$ cat config.mk
export PLATFORM = sky130hd
export DESIGN_NAME = demux1to4_stream_flat
export DESIGN_NICKNAME = d
export VERILOG_FILES = /design/src/rtl/demux1to4_stream_if.sv /design/src/rtl/demux1to4_stream.sv /design/src/flat_wrapper.sv
export SDC_FILE = /design/constraint.sdc
export NUM_CORES = 1
export LEC_CHECK = 0
export CELL_PAD_IN_SITES_DETAIL_PLACEMENT = 1
export CELL_PAD_IN_SITES_GLOBAL_PLACEMENT = 1
export CORE_ASPECT_RATIO = 1.1
export CORE_MARGIN = 2
export CORE_UTILIZATION = 35
export CTS_BUF_LIST = sky130_fd_sc_hd__clkbuf_8 sky130_fd_sc_hd__clkbuf_16
export DETAILED_ROUTE_END_ITERATION = 6
export PLACE_DENSITY = 0.64
export SETUP_SLACK_MARGIN = 0.3
export SLEW_MARGIN = 40
export SYNTH_ARGS = -nofsm -noshare
export SYNTH_HDL_FRONTEND = slang
export SYNTH_SLANG_ARGS = --single-unit
$ cat constraint.sdc
create_clock -name clk -period 4.9 [get_ports clk]
set_clock_uncertainty 0.05 [all_clocks]
set_input_delay 0.735 -clock clk [delete_from_list [all_inputs] [get_ports clk]]
set_output_delay 0.735 -clock clk [all_outputs]
set_load 0.005 [all_outputs]
$ cat src/rtl/demux1to4_stream_if.sv
// demux1to4_stream_if
//   Handshake and data bundle for the 1-to-4 stream demultiplexer.
//   Input side : in_valid/in_ready/in_data/in_sel (+ in_bcast when
//                DEMUX1TO4_BROADCAST_EN is defined).
//   Output side: out_valid[3:0]/out_ready[3:0], out_data0..3 (head words),
//                out_count (packed per-channel occupancy, W bits each).
//   master : the surrounding producer/consumers.
//   slave  : the demux itself.
interface demux1to4_stream_if #(
    parameter int N     = 32,
    parameter int DEPTH = 2
);
    localparam int W = $clog2(DEPTH) + 1;

    logic           in_valid;
    logic           in_ready;
    logic [N-1:0]   in_data;
    logic [1:0]     in_sel;
`ifdef DEMUX1TO4_BROADCAST_EN
    logic           in_bcast;
`endif
    logic [3:0]     out_valid;
    logic [3:0]     out_ready;
    logic [N-1:0]   out_data0;
    logic [N-1:0]   out_data1;
    logic [N-1:0]   out_data2;
    logic [N-1:0]   out_data3;
    logic [4*W-1:0] out_count;

    modport master (
`ifdef DEMUX1TO4_BROADCAST_EN
        output in_bcast,
`endif
        output in_valid, in_data, in_sel, out_ready,
        input  in_ready, out_valid, out_data0, out_data1, out_data2, out_data3,
        input  out_count
    );

    modport slave (
`ifdef DEMUX1TO4_BROADCAST_EN
        input  in_bcast,
`endif
        input  in_valid, in_data, in_sel, out_ready,
        output in_ready, out_valid, out_data0, out_data1, out_data2, out_data3,
        output out_count
    );
endinterface

$ cat src/rtl/demux1to4_stream.sv
// demux1to4_stream
//   Routes one N-bit word per cycle from a valid/ready input into one of
//   four DEPTH-entry FIFOs selected by in_sel; each FIFO drains on its own
//   valid/ready output, so a stalled consumer only blocks its own lane.
//   Ports:
//     clk - single clock, rising edge
//     rst - synchronous, active-high reset; clears pointers, counts, storage
//     bus - demux1to4_stream_if.slave (input handshake, four output lanes,
//           packed occupancy)
//   Optional: DEMUX1TO4_BROADCAST_EN adds bus.in_bcast, which pushes the
//   word into all four FIFOs at once (accepted only when none is full).
module demux1to4_stream #(
    parameter int N     = 32,
    parameter int DEPTH = 2
) (
    input  logic                clk,
    input  logic                rst,
    demux1to4_stream_if.slave   bus
);
    localparam int AW = $clog2(DEPTH);
    localparam int W  = AW + 1;
    localparam logic [W-1:0]  CNT_FULL = W'(DEPTH);
    localparam logic [W-1:0]  CNT_ONE  = W'(1);
    localparam logic [AW-1:0] PTR_ONE  = AW'(1);

    logic [N-1:0]   mem    [4][DEPTH];
    logic [AW-1:0]  rd_ptr [4];
    logic [AW-1:0]  wr_ptr [4];
    logic [W-1:0]   count  [4];

    logic [3:0]     full;
    logic [3:0]     empty;
    logic [3:0]     push;
    logic [3:0]     pop;
    logic           ready;
    logic [N-1:0]   head   [4];
    logic [4*W-1:0] count_flat;

    always_comb begin
        full       = '0;
        empty      = '0;
        count_flat = '0;
        for (int i = 0; i < 4; i++) begin
            full[i]              = (count[i] == CNT_FULL);
            empty[i]             = (count[i] == '0);
            head[i]              = mem[i][rd_ptr[i]];
            count_flat[i*W +: W] = count[i];
        end
    end

    // in_ready looks only at in_sel (or in_bcast) and occupancy, never at
    // in_valid or out_ready: a full lane stays closed even if it pops now.
    always_comb begin
        ready = 1'b0;
        push  = '0;
`ifdef DEMUX1TO4_BROADCAST_EN
        if (bus.in_bcast) begin
            ready = !rst && !(|full);
            push  = {4{bus.in_valid && ready}};
        end else begin
            ready = !rst && !full[bus.in_sel];
            push[bus.in_sel] = bus.in_valid && ready;
        end
`else
        ready = !rst && !full[bus.in_sel];
        push[bus.in_sel] = bus.in_valid && ready;
`endif
    end

    assign pop = ~empty & bus.out_ready;

    always_ff @(posedge clk) begin
        if (rst) begin
            for (int i = 0; i < 4; i++) begin
                rd_ptr[i] <= '0;
                wr_ptr[i] <= '0;
                count[i]  <= '0;
                for (int j = 0; j < DEPTH; j++) begin
                    mem[i][j] <= '0;
                end
            end
        end else begin
            for (int i = 0; i < 4; i++) begin
                if (push[i]) begin
                    mem[i][wr_ptr[i]] <= bus.in_data;
                    wr_ptr[i]         <= wr_ptr[i] + PTR_ONE;
                end
                if (pop[i]) begin
                    rd_ptr[i] <= rd_ptr[i] + PTR_ONE;
                end
                case ({push[i], pop[i]})
                    2'b10:   count[i] <= count[i] + CNT_ONE;
                    2'b01:   count[i] <= count[i] - CNT_ONE;
                    default: count[i] <= count[i];
                endcase
            end
        end
    end

    assign bus.in_ready  = ready;
    assign bus.out_valid = ~empty;
    assign bus.out_data0 = head[0];
    assign bus.out_data1 = head[1];
    assign bus.out_data2 = head[2];
    assign bus.out_data3 = head[3];
    assign bus.out_count = count_flat;
endmodule

$ cat src/flat_wrapper.sv
// flat-port wrapper written by rule: the top's interface ports become plain ports
module demux1to4_stream_flat 
#(
    parameter int N     = 32,
    parameter int DEPTH = 2
)
  (clk, rst, bus_in_valid, bus_in_data, bus_in_sel, bus_out_ready, bus_in_ready, bus_out_valid, bus_out_data0, bus_out_data1, bus_out_data2, bus_out_data3, bus_out_count);
  demux1to4_stream_if #(.N(N), .DEPTH(DEPTH)) bus_i ();
  input  logic clk;
  input  logic rst;
  input wire logic [$bits(bus_i.in_valid)-1:0] bus_in_valid;
  input wire logic [$bits(bus_i.in_data)-1:0] bus_in_data;
  input wire logic [$bits(bus_i.in_sel)-1:0] bus_in_sel;
  input wire logic [$bits(bus_i.out_ready)-1:0] bus_out_ready;
  output wire logic [$bits(bus_i.in_ready)-1:0] bus_in_ready;
  output wire logic [$bits(bus_i.out_valid)-1:0] bus_out_valid;
  output wire logic [$bits(bus_i.out_data0)-1:0] bus_out_data0;
  output wire logic [$bits(bus_i.out_data1)-1:0] bus_out_data1;
  output wire logic [$bits(bus_i.out_data2)-1:0] bus_out_data2;
  output wire logic [$bits(bus_i.out_data3)-1:0] bus_out_data3;
  output wire logic [$bits(bus_i.out_count)-1:0] bus_out_count;
  assign bus_i.in_valid = bus_in_valid;
  assign bus_i.in_data = bus_in_data;
  assign bus_i.in_sel = bus_in_sel;
  assign bus_i.out_ready = bus_out_ready;
  assign bus_in_ready = bus_i.in_ready;
  assign bus_out_valid = bus_i.out_valid;
  assign bus_out_data0 = bus_i.out_data0;
  assign bus_out_data1 = bus_i.out_data1;
  assign bus_out_data2 = bus_i.out_data2;
  assign bus_out_data3 = bus_i.out_data3;
  assign bus_out_count = bus_i.out_count;
  demux1to4_stream #(.N(N), .DEPTH(DEPTH)) u_core (.clk(clk), .rst(rst), .bus(bus_i));
endmodule
==> impl_metrics.toml, run 1 <==
[hold_path]
min_delay_path_depth = 2
hold_end = "u_core.mem[0][132]"
worstHoldPathType = "flop to flop"
min_from = "u_core.mem[0][132]"

[logic_synthesis]
syn_area_um2 = 12150
ys_seq_area_frac = 0.5930
post_synth.cell_area_avg_um2 = 13.46
synth_cells = 903
synth_warnings = 0
ys_async_sr_fraction = 0
synth-edff-count = 176
synth_seq_cells = 272
synthFlopType = "edfxtp_1"
syn-num-nets = 954
synthDistinctLibCells = 39

[clock_network]
clkTransAtPathRegs_ns = 0.06
clock-sinks = 272
clkLatencyLatePin_ns = 0.55
post_cts_buffers = 0
ctsHoldBuffers = 0
cts_tree = "built"
clock_path_buffers = 3
cts_resized = 0
htreeDepth = 1
cts_buffers = 30
cts-root-buf = "clkbuf_16"

[critical_path]
reg2reg_from = "u_core.count[2][1]"
startpoint_type = "primary input"
endpoint_kind = "output pin"
cp_data_arrival_time_ns = 2.88
required_ns = 4.12
rr_worst_depth = 6
worstReg2RegEnd = "u_core.mem[0][174]"
worstPathMaxFanout = 16
criticalPathCategory = "primary input to output pin"
r2r_slack_ns = 2.55

[place]
detailedPlacementHpwl_um = 21120
numPortBuffers = 181
dpl.cell_count = 1468
routabilityCongestion = 0.7232

[routing]
antenna_left = 0
drtIter0Drc = 428
routed_wl_um = 32240
routedWlPerCell_um = 21.14
num_vias = 7700
avgViaCountPerCell = 5.049
drc_errors = 0
firstDrtPassIters = 4

[job]
maxCapViolations = 0

[timing]
fmax_mhz = 273.0
setup_viol = 0
rsz0062_at_grt = "no"
finalHoldViolCount = 0
max_slew_margin = 0.4612
period_needed_ns = 3.663
period_share = 0.7476
tightest_slew_ns = 0.8082
setup-tns-final_ns = 0
slew_viol_final = 0

[power_and_ir_drop]
p_leak_nw = 5.976
powerDensity_nw_per_um2 = 369.9
vdd_ir_drop_max_uv = 215.0

[layout]
area_delta_synth_final_pct = 27.76
n_antenna_cell = 0
layout_commonest_cell = "clkdlybuf4s50_1"
drive_gt1_frac = 0.2640
final_nets = 1114
final_cell_mix = "180 x clkdlybuf4s50_1, 176 x edfxtp_1, 164 x mux2_2"
fillCellCount = 3457
instances_no_fill = 1525

[outcome]
status = "completed"

[floorplan]
ios = 182
rows = 71
die_y_um = 199.4
die_w_um = 181.7
initial_core_util = 0.3553
coreArea_um2 = 34200
die_area_um2 = 36230

[grt]
grt_pass1_wl_um = 49230
grtUsageTotal = 0.1775
antenna_found_initial = 3
grt_overflow = 0
first_global_vias = 8064
grt_max_degree = 80
## worst max-delay path, stage by stage
cell and delay, ns:
clkdlybuf4s50_1 0.81, or3b_2 0.64, a21oi_1 0.16, nor3_1 0.06, clkdlybuf4s50_1 0.47
## synthesized netlist by cell type (all sizes together), types with 10 or more instances
library cell	instances	area [µm²]
o311ai	32	280.3
nand4	32	200.2
nor3	14	70.07
nor2b	67	419.2
nor3b	34	255.2
and2	64	400.4
buf	10	83.82
clkbuf	62	234.0
nand2	47	176.4
inv	14	52.55
mux2	193	2282
ha	10	125.1
nor2	10	37.54
edfxtp	176	5285
dfxtp	96	1922
## sequential cells by signal, summed over array words and instances (netlist names)
name / flops
u_core.wr_ptr: 4
u_core.mem: 256
u_core.rd_ptr: 4
u_core.count: 8
## how the worst max path moves through the flow
stage	from	to	slack (ns)	cells after the start
after floorplan	bus_in_sel[1]	u_core.mem[0][160]	0.80	5
after global placement	bus_in_sel[0]	bus_in_ready	1.25	5
after detailed placement	bus_in_sel[0]	bus_in_ready	1.23	5
after CTS	bus_in_sel[0]	bus_in_ready	1.21	5
after global routing	bus_in_sel[0]	bus_in_ready	1.08	5
final	bus_in_sel[0]	bus_in_ready	1.24	5
## power by group
| part | switching (W) | leakage (nW) | internal (W) |
|---|---|---|---|
| Combinational | 0.000339 | 2.83 | 0.000363 |
| Sequential | 0.0000517 | 2.60 | 0.00255 |
| Clock | 0.000916 | 0.545 | 0.00152 |
| Total | 0.00131 | 5.98 | 0.00444 |
## through the flow
step                      hold slack [ns]  setup WS, ns    util  area (µm²)  power [W]
final                              0.4286         1.237  0.4540       15530   0.005744
after detailed placement           0.4220         1.228  0.4217       14420   0.003362
after floorplan                    0.4020        0.7994       -       12150   0.002969
after global placement             0.4141         1.248  0.4202       14370   0.003348
after CTS                          0.4345         1.213  0.4535       15510   0.005812
after global routing               0.4440         1.079  0.4540       15530   0.005944
## cell type report
type	count	area, µm²	area share
clock buffer	35	830.8	0.05351
clock inverter	21	256.5	0.01652
inverter	14	52.55	0.003385
multi-input combinational	545	4647	0.2993
sequential	272	7207	0.4642
tap	438	548.0	0.03530
timing repair buffer	200	1984	0.1278
## routing by layer
metal / share of wire / GRT usage
met2: 0.48 / 0.2922
met4: 0.020 / 0.04276
met5: 0 / 0
met1: 0.46 / 0.2483
met3: 0.043 / 0.02479
## cells by family (layout without fill, tap and decap cells)
logic type | Yosys count | in the layout | share of synthesized area
buffers and inverters | 86 | 270 | 0.03047
AO/OA/AOI/OAI | 45 | 45 | 0.02872
adder cells (fa/ha/maj) | 10 | 10 | 0.01030
multiplexers | 193 | 193 | 0.1878
AND/OR/NAND/NOR | 294 | 294 | 0.1475
XOR/XNOR | 3 | 3 | 0.002162
flip-flops | 272 | 272 | 0.5930
No activity file was read; power rests on OpenSTA's default activity.
==> run 2, diff against run 1 <==
Clock period 4.9 ns to 3.5 ns, I/O delays scaled along.
==> run 2 against run 1 <==
Combinational power up 44%. Global-route usage increased by 0.48 points. Clock-buffer cell count fell by 2. Hold slack got worse by 0.035 ns. Sequential power rose by 39%. Die area unchanged. Critical path depth decreased by 2. Sequential cell count is the same. Register-to-register slack lost 1.5 ns. Clock power is 20% higher. Critical path type is now flop to output pin. Largest cell class unchanged.
==> impl_metrics.toml, run 2 (same netlist as run 1, synthesis figures left out) <==
[outcome]
status = "completed"

[place]
numPortBuffers = 181
routabilityCongestion = 0.7231
detailedPlacementHpwl_um = 21420
dp_slack_ns = 0.5020
dpl_cell_area_um2 = 14500

[grt]
grt_max_degree = 46
gr-usage-met1 = 0.2545
antenna_found_initial = 1
grtUsageTotal = 0.1823
grtUsageMet3 = 0.03025
first_global_vias = 8414
grt-busiest-layer = "met2"
grt_pass1_wl_um = 50720
grt_overflow = 0
grtUsageMet2 = 0.2963

[clock_network]
ctsHoldBuffers = 0
clkLatencyLatePin_ns = 0.53
cts_tree = "built"
post_cts_buffers = 0
htreeDepth = 1
clock-sinks = 272
cts_buffers = 29
clock_path_buffers = 3
cts_resized = 0
cts-root-buf = "clkbuf_16"
clkTransAtPathRegs_ns = 0.06

[routing]
routedWlPerCell_um = 21.67
drtIter0Drc = 416
antenna_left = 0
num_vias = 7811
avgViaCountPerCell = 5.095
routed_wl_um = 33230
drc_errors = 0
firstDrtPassIters = 4

[critical_path]
path_cells = "buf_4 > mux2_2 > clkdlybuf4s50_1"
endpoint_kind = "output pin"
cp_data_arrival_time_ns = 2.20
critPathSlowestCell = "clkdlybuf4s50_1"
slowest_delay_ns = 0.48
required_ns = 2.92
criticalPathCategory = "flop to output pin"
worstPathMaxFanout = 32
startpoint_type = "flop"
crit_family = "buffers and inverters"
path_buf_inv = 2

[timing]
fmax_mhz = 360.9
tightest_slew_ns = 0.7053
setup-tns-final_ns = 0
finalWorstSetupSlack_ns = 0.7288
setup_viol = 0
slew_viol_final = 0
period_needed_ns = 2.771
rsz0062_at_grt = "no"
finalHoldViolCount = 0
period_share = 0.7918
max_slew_margin = 0.5298

[floorplan]
coreArea_um2 = 34200
rows = 71
die_area_um2 = 36230
die_w_um = 181.7
die_y_um = 199.4
ios = 182
initial_core_util = 0.3553

[power_and_ir_drop]
power_switching_w = 0.001776
p_seq_frac = 0.479
vdd_ir_drop_max_uv = 371.7
powerDensity_nw_per_um2 = 491.9
comb_power_share = 0.134
p_leak_nw = 5.970
swShare = 0.2342
p_clk_frac = 0.387
p_int_w = 0.005809

[job]
maxCapViolations = 0

[layout]
drive_gt1_frac = 0.2580
area_delta_synth_final_pct = 26.87
final_cell_area_um2 = 15420
largest_register_ff_count = 256
regMostFlops = "u_core.mem"
largest_registers = "u_core.mem (256), u_core.count (8)"
layout_commonest_cell = "clkdlybuf4s50_1"
final_nets = 1122
final_cell_mix = "180 x clkdlybuf4s50_1, 176 x edfxtp_1, 164 x mux2_2"
final_core_util = 0.4508
fillCellCount = 3474

[hold_path]
worstHoldPathType = "primary input to flop"
-- run 2: cell type report --
type                       instances  area, µm²  share of cell area
clock buffer                      33      780.7             0.05064
sequential                       272       7207              0.4674
inverter                          14      52.55            0.003408
antenna                            2      5.005           0.0003246
multi-input combinational        545       4626              0.3000
clock inverter                    20      132.6            0.008602
timing repair buffer             209       2067              0.1341
tap                              438      548.0             0.03554
-- run 2: worst register-to-register path, stage by stage (launching register included) --
cell and delay (ns):
edfxtp_1 0.46, nor2b_2 0.19, buf_4 0.25, nor3_1 0.35, inv_1 0.17, ha_1 0.29, or3_1 0.38, a21oi_1 0.12
-- run 2: per-stage QoR --
step / instances / power (W) / hold slack, ns
detailed placement: 1478 / 0.004724 / 0.4225
CTS: 1531 / 0.007681 / 0.3756
global placement: 1478 / 0.004710 / 0.4120
global route: 1531 / 0.007881 / 0.3972
floorplan: 903 / 0.004155 / 0.4020
finish: 1533 / 0.007584 / 0.3937
-- run 2: path summary, 6_finish.rpt --
path	startpoint	to	slack [ns]	cells after the start
setup / recovery	u_core.rd_ptr[0]	bus_out_data0[4]	0.73	3
hold / removal	rst	u_core.count[1][1]	0.39	2
setup reg to reg	u_core.count[2][1]	u_core.count[2][1]	1.09	7
hold reg to reg	u_core.mem[0][133]	u_core.mem[0][133]	0.43	2
-- run 2: power by group through the flow --
| stage | registers (W) | logic [W] | clock network (W) |
|---|---|---|---|
| after CTS | 0.00363 | 0.00103 | 0.00302 |
| after global routing | 0.00365 | 0.00109 | 0.00314 |
| after global placement | 0.00369 | 0.00102 | 0 |
| final | 0.00363 | 0.00101 | 0.00294 |
| after floorplan | 0.00368 | 0.000473 | 0 |
| after detailed placement | 0.00370 | 0.00102 | 0 |
-- run 2: layer usage --
layer / up-vias / wire [µm]
met5: - / 0
li1: 3632 / -
met1: 3920 / 15520
met4: 0 / 595
met2: 212 / 15340
met3: 47 / 1779
